### src/rtl/pipe_ctrl_pkg.sv
`default_nettype none
// ============================================================================
// Module      : pipe_ctrl_pkg
// Description : Shared constants for the pipeline stall/flush controller:
//               stall masks, exception codes and FSM state encodings.
// Revision    : 1.0 - initial release
// ============================================================================
package pipe_ctrl_pkg;

    // stall_ctrl bit order: [0]pc [1]if [2]id [3]ex [4]mem [5]wb
    localparam logic [5:0] STALL_MASK_NONE = 6'b000000;
    localparam logic [5:0] STALL_MASK_IF   = 6'b000011;
    localparam logic [5:0] STALL_MASK_ID   = 6'b000111;
    localparam logic [5:0] STALL_MASK_EX   = 6'b001111;
    localparam logic [5:0] STALL_MASK_MEM  = 6'b011111;

    localparam logic [31:0] EXC_NONE         = 32'h0000_0000;
    localparam logic [31:0] EXC_INTERRUPT    = 32'h0000_0001;
    localparam logic [31:0] EXC_SYSCALL      = 32'h0000_0008;
    localparam logic [31:0] EXC_INST_INVALID = 32'h0000_000A;
    localparam logic [31:0] EXC_OVERFLOW     = 32'h0000_000C;
    localparam logic [31:0] EXC_TRAP         = 32'h0000_000D;
    localparam logic [31:0] EXC_ERET         = 32'h0000_000E;

    typedef enum logic [0:0] {
        PCTRL_IDLE     = 1'b0,
        PCTRL_FLUSHING = 1'b1
    } pctrl_state_t;

    // The deepest requesting stage decides how much of the front end is held.
    function automatic logic [5:0] stall_mask(
        input logic req_if,
        input logic req_id,
        input logic req_ex,
        input logic req_mem
    );
        logic [5:0] mask;
        mask = STALL_MASK_NONE;
        if (req_mem) begin
            mask = STALL_MASK_MEM;
        end else if (req_ex) begin
            mask = STALL_MASK_EX;
        end else if (req_id) begin
            mask = STALL_MASK_ID;
        end else if (req_if) begin
            mask = STALL_MASK_IF;
        end
        return mask;
    endfunction

endpackage
`default_nettype wire

### src/rtl/pipe_ctrl_watchdog.sv
`default_nettype none
// ============================================================================
// Module      : pipe_ctrl_watchdog
// Description : Counts consecutive stalled cycles (saturating) and raises a
//               sticky timeout flag once STALL_TIMEOUT is reached.
// Revision    : 1.0 - initial release
// ============================================================================
module pipe_ctrl_watchdog #(
    parameter int STALL_TIMEOUT = 1023
) (
    input  logic clk,
    input  logic rst,
    input  logic stalled,
    output logic stall_timeout
);

    localparam int c_cnt_w = $clog2(STALL_TIMEOUT + 1);
    localparam logic [c_cnt_w-1:0] c_limit    = c_cnt_w'(STALL_TIMEOUT);
    localparam logic [c_cnt_w-1:0] c_limit_m1 = c_cnt_w'(STALL_TIMEOUT - 1);

    logic [c_cnt_w-1:0] r_wd_cnt;
    logic               r_timeout;
    logic               w_hit;

    // This stalled cycle is the one that brings the count up to the limit.
    assign w_hit = stalled && (r_wd_cnt >= c_limit_m1);

    always_ff @(posedge clk or negedge rst) begin
        if (!rst) begin
            r_wd_cnt  <= '0;
            r_timeout <= 1'b0;
        end else begin
            if (!stalled) begin
                r_wd_cnt <= '0;
            end else if (r_wd_cnt != c_limit) begin
                r_wd_cnt <= r_wd_cnt + c_cnt_w'(1);
            end
            if (w_hit) begin
                r_timeout <= 1'b1;
            end
        end
    end

    assign stall_timeout = r_timeout;

endmodule
`default_nettype wire

### src/rtl/pipe_ctrl.sv
`default_nettype none
// ============================================================================
// Module      : pipe_ctrl
// Description : Pipeline stall/flush controller. Merges stage stall requests
//               with MEM-stage exceptions/ERET, redirects the PC and runs a
//               stall watchdog. Optional macro PIPE_CTRL_PERF_EN adds
//               perf_stall_cycles / perf_flush_count counters.
// Revision    : 1.0 - initial release
// ============================================================================
module pipe_ctrl
    import pipe_ctrl_pkg::*;
#(
    parameter logic [31:0] EXC_VECTOR    = 32'h0000_0020,
    parameter int          FLUSH_CYCLES  = 1,
    parameter int          STALL_TIMEOUT = 1023
) (
    input  logic        clk,
    input  logic        rst,
    input  logic        stallreq_if,
    input  logic        stallreq_id,
    input  logic        stallreq_ex,
    input  logic        stallreq_mem,
    input  logic [31:0] mem_except_type,
    input  logic [31:0] cp0_epc,
    output logic [5:0]  stall_ctrl,
    output logic        flush,
    output logic [31:0] new_pc,
    output logic        stall_timeout
`ifdef PIPE_CTRL_PERF_EN
    ,
    output logic [31:0] perf_stall_cycles,
    output logic [31:0] perf_flush_count
`endif
);

    // Event cycle is the first flush cycle, so FLUSHING covers the remaining ones.
    localparam logic [3:0] c_cnt_load = (FLUSH_CYCLES > 1) ? 4'(FLUSH_CYCLES - 2) : 4'd0;
    localparam bit         c_multi    = (FLUSH_CYCLES > 1);

    pctrl_state_t r_state;
    pctrl_state_t w_state_nxt;
    logic [3:0]   r_cnt;
    logic [3:0]   w_cnt_nxt;
    logic [31:0]  r_new_pc_q;
    logic [31:0]  w_redirect;
    logic         w_exc_valid;
    logic         w_event;

    assign w_exc_valid = (mem_except_type != EXC_NONE);
    assign w_redirect  = (mem_except_type == EXC_ERET) ? cp0_epc : EXC_VECTOR;

    // Outputs are gated by rst so an asserted reset silences them immediately.
    always_comb begin
        w_state_nxt = r_state;
        w_cnt_nxt   = r_cnt;
        w_event     = 1'b0;
        stall_ctrl  = STALL_MASK_NONE;
        flush       = 1'b0;
        new_pc      = 32'h0000_0000;
        case (r_state)
            PCTRL_IDLE: begin
                if (rst && w_exc_valid) begin
                    w_event = 1'b1;
                    flush   = 1'b1;
                    new_pc  = w_redirect;
                    if (c_multi) begin
                        w_state_nxt = PCTRL_FLUSHING;
                        w_cnt_nxt   = c_cnt_load;
                    end
                end else if (rst) begin
                    stall_ctrl = stall_mask(stallreq_if, stallreq_id,
                                            stallreq_ex, stallreq_mem);
                end
            end
            PCTRL_FLUSHING: begin
                flush  = rst;
                new_pc = rst ? r_new_pc_q : 32'h0000_0000;
                if (r_cnt == 4'd0) begin
                    w_state_nxt = PCTRL_IDLE;
                end else begin
                    w_cnt_nxt = r_cnt - 4'd1;
                end
            end
            default: begin
                w_state_nxt = PCTRL_IDLE;
            end
        endcase
    end

    always_ff @(posedge clk or negedge rst) begin
        if (!rst) begin
            r_state    <= PCTRL_IDLE;
            r_cnt      <= 4'd0;
            r_new_pc_q <= 32'h0000_0000;
        end else begin
            r_state <= w_state_nxt;
            r_cnt   <= w_cnt_nxt;
            if (w_event) begin
                r_new_pc_q <= w_redirect;
            end
        end
    end

    pipe_ctrl_watchdog #(
        .STALL_TIMEOUT (STALL_TIMEOUT)
    ) u_watchdog (
        .clk           (clk),
        .rst           (rst),
        .stalled       (stall_ctrl != STALL_MASK_NONE),
        .stall_timeout (stall_timeout)
    );

`ifdef PIPE_CTRL_PERF_EN
    logic [31:0] r_perf_stall;
    logic [31:0] r_perf_flush;

    always_ff @(posedge clk or negedge rst) begin
        if (!rst) begin
            r_perf_stall <= 32'h0000_0000;
            r_perf_flush <= 32'h0000_0000;
        end else begin
            if ((stall_ctrl != STALL_MASK_NONE) && (r_perf_stall != 32'hFFFF_FFFF)) begin
                r_perf_stall <= r_perf_stall + 32'd1;
            end
            if (w_event && (r_perf_flush != 32'hFFFF_FFFF)) begin
                r_perf_flush <= r_perf_flush + 32'd1;
            end
        end
    end

    assign perf_stall_cycles = r_perf_stall;
    assign perf_flush_count  = r_perf_flush;
`endif

endmodule
`default_nettype wire

### config.mk
export PLATFORM = sky130hd
export DESIGN_NAME = pipe_ctrl
export DESIGN_NICKNAME = d
export VERILOG_FILES = /design/src/rtl/pipe_ctrl_pkg.sv /design/src/rtl/pipe_ctrl_watchdog.sv /design/src/rtl/pipe_ctrl.sv
export SDC_FILE = /design/constraint.sdc
export NUM_CORES = 1
export LEC_CHECK = 0
export BUFFER_PORTS_ARGS = -buffer_cell sky130_fd_sc_hd__buf_2
export CAP_MARGIN = 0
export CORE_UTILIZATION = 40
export CTS_BUF_LIST = sky130_fd_sc_hd__clkbuf_16
export CTS_CLUSTER_DIAMETER = 80
export DETAILED_ROUTE_END_ITERATION = 16
export GPL_ROUTABILITY_DRIVEN = 1
export PLACE_DENSITY = 0.66
export SYNTH_ARGS = -nofsm -noshare
export SYNTH_HDL_FRONTEND = slang
export SYNTH_SLANG_ARGS = --single-unit
export TNS_END_PERCENT = 50
### constraint.sdc
create_clock -name clk -period 3.4 [get_ports clk]
set_input_delay 0.85 -clock clk [delete_from_list [all_inputs] [get_ports clk]]
set_output_delay 0.85 -clock clk [all_outputs]
set_load 0.01 [all_outputs]
==> results.cfg <==
[clocking]
numClockSinks = 48
cts_buffer_depth = 2
insertion_delay_ns = 0.28
root_buffer = clkbuf_16
cts-hold-fix-buffers = 0
cts_max_level = 2
cts_tree = done
clk_pin_slew_ns = 0.06
cts_resized = 0
post_cts_buffers = 0
cts_made_buffers = 5

[critical_path]
setup.worst_path.class = in2out
r2r-start = r_state
start_kind = input port
reg2reg_depth = 5
cp_max_fo = 22
r2r_end = u_watchdog.r_wd_cnt[7]
reg2reg_slack_ns = 1.51
arrival_ns = 2.34
worst-endpoint-required_ns = 2.55
end_kind = output port

[floorplanning]
initial_core_util = 0.420
num_rows = 31
die_h_microns = 89.9
design.core.area_sq_um = 7370
die_x_microns = 89.9
ios = 110
dieArea_sq_um = 8080

[sta]
min_period_over_period = 0.939
fmax_ghz = 0.313
fin_ws_ns = 0.208
rsz0062_at_grt = false
clock_skew_ns = 0.00313
drv_slew = 0
finalSetupTns_ns = 0
tightest_slew_ns = 0.843
min_period_ns = 3.19
final-hold-violation-count = 0
whs_ns = 0.474
slew-limit-headroom = 0.430
setup_viol = 0

[global_routing]
overflow = 0
grt_busiest_layer = met2
antenna_found_initial = 0
grtUsageMet3 = 0.0406
grt_use_met1 = 0.298
grt_usage = 0.216
grt_max_degree = 48
grt_pass1_wl_mm = 14.2
grt_use_met2 = 0.344
first_global_vias = 2820

[routing]
drt_wl_total_mm = 8.46
vias = 2918
drc = 0
viasPerCell = 5.50
drt_iter0_drc = 164
wl_per_cell_microns = 15.9
first_pass_iters = 4
ant_nets = 0

[placed_design]
io_buffer_count = 108
place_inst = 523
gp_congestion = 0.816
dp_slack_ns = 0.201
dp_hpwl_mm = 5.88

[run]
maxCapViolations = 0

[synth]
synth_warnings = 0
syn_nets = 403
synth_area_leaders = dfrtp_1 39%, a22o_1 8.8%, o21a_1 8.3%
ys.flop_type = dfrtp_1
async_reset_ff_frac = 1.00
synth-edff-count = 0
synth_cells = 330
synth_area_sq_um = 3090
seq_area_frac_synth = 0.389
synth_cell_types = 48
synth_top_cell_by_area = dfrtp_1
post_synth.cell_area_avg_sq_um = 9.37
synth_top_area_share = 0.389
ys_ff_latch = 48

[final_layout]
most-common-layout-cells = 108 x buf_2, 48 x dfrtp_1, 36 x nor3_1, 36 x nand3_1
area_growth_pct = 25.3
final_common_cell = buf_2
antenna_cells = 0
final_nets = 504
final_util = 0.526
layout.cells.non_filler = 531
drive_gt1_frac = 0.324

[pwr]
powerDensity_nw_per_um2 = 297
p_leak_nw = 1.84
ir_drop_mv = 0.228

[run_status]
outcome = complete, no violations

[hold_path]
hp-class = in2async
[where the power goes]
group	internal [mW]	total [mW]	leakage [nW]	switching (mW)
Combinational	0.0457	0.113	1.10	0.0675
Clock	0.265	0.467	0.0738	0.202
Sequential	0.571	0.571	0.666	0.0000000000688
Total	0.882	1.15	1.84	0.270
[synthesized netlist by cell type, types with 2 or more instances]
| cell | number |
|---|---|
| mux2i_1 | 2 |
| ha_1 | 3 |
| a22o_1 | 31 |
| nor3_1 | 36 |
| clkbuf_1 | 20 |
| o21a_1 | 34 |
| and2_1 | 34 |
| nor4_4 | 5 |
| nor4_2 | 3 |
| buf_6 | 3 |
| xnor2_1 | 3 |
| nor4_1 | 6 |
| nand3_1 | 36 |
| nor2_1 | 10 |
| dfrtp_1 | 48 |
| buf_4 | 2 |
| o21ai_0 | 5 |
| nand4_4 | 2 |
| buf_2 | 3 |
| o31ai_1 | 2 |
| inv_1 | 6 |
| nand2_1 | 10 |
[how the worst max path moves through the flow]
stage,slack [ns],start,to,cells after the start
floorplan,0.35,mem_except_type[20],stall_ctrl[2],4
global placement,0.27,mem_except_type[20],stall_ctrl[4],7
detailed placement,0.20,mem_except_type[19],stall_ctrl[4],7
CTS,0.20,mem_except_type[19],stall_ctrl[4],7
global route,0.11,mem_except_type[24],stall_ctrl[4],7
finish,0.21,mem_except_type[19],stall_ctrl[4],7
[per-stage QoR]
step	area [sq um]	power, mW
finish	3870	1.15
global route	3870	1.21
CTS	3870	1.16
detailed placement	3740	0.695
global placement	3740	0.694
floorplan	3090	0.618
[area by class of cell]
cell class	instances	area, sq um
clock buffers	5	125
clock inverters	3	11.3
fillers	667	3490
inverters	7	26.3
multi-input cells	246	1720
flip-flops and latches	48	1200
well taps	99	124
repair buffers	123	666
[critical path, cell delays in order]
cell and delay [ns]:
buf_2 0.11, nor4_2 0.39, nand4_4 0.18, buf_4 0.27, nor2_1 0.18, and4_1 0.22
buf_2 0.13
[state kept, by name, indices dropped and copies added (netlist names)]
name,cells
u_watchdog.r_wd_cnt,10
u_watchdog.stall_timeout,1
r_state,1
r_new_pc_q,32
r_cnt,4
[routing by layer]
| metal | routed length (microns) | vias to the layer above |
|---|---|---|
| li1 | - | 1414 |
| met1 | 3950 | 1429 |
| met2 | 4120 | 67 |
| met3 | 310 | 8 |
| met4 | 84 | 0 |
| met5 | 0 | - |
[cell families (layout without fill, tap and decap cells)]
kind of cell             after synthesis  count (layout)  synth area share
adder cells (fa/ha/maj)                3               3            0.0121
flip-flops                            48              48             0.389
AND/OR/NAND/NOR                      152             152             0.306
other                                  1               1           0.00121
buffers and inverters                 36             138            0.0546
AO/OA/AOI/OAI                         84              84             0.220
multiplexers                           2               2           0.00648
XOR/XNOR                               4               4            0.0113
Note: power is estimated with default switching activity, not from simulation.
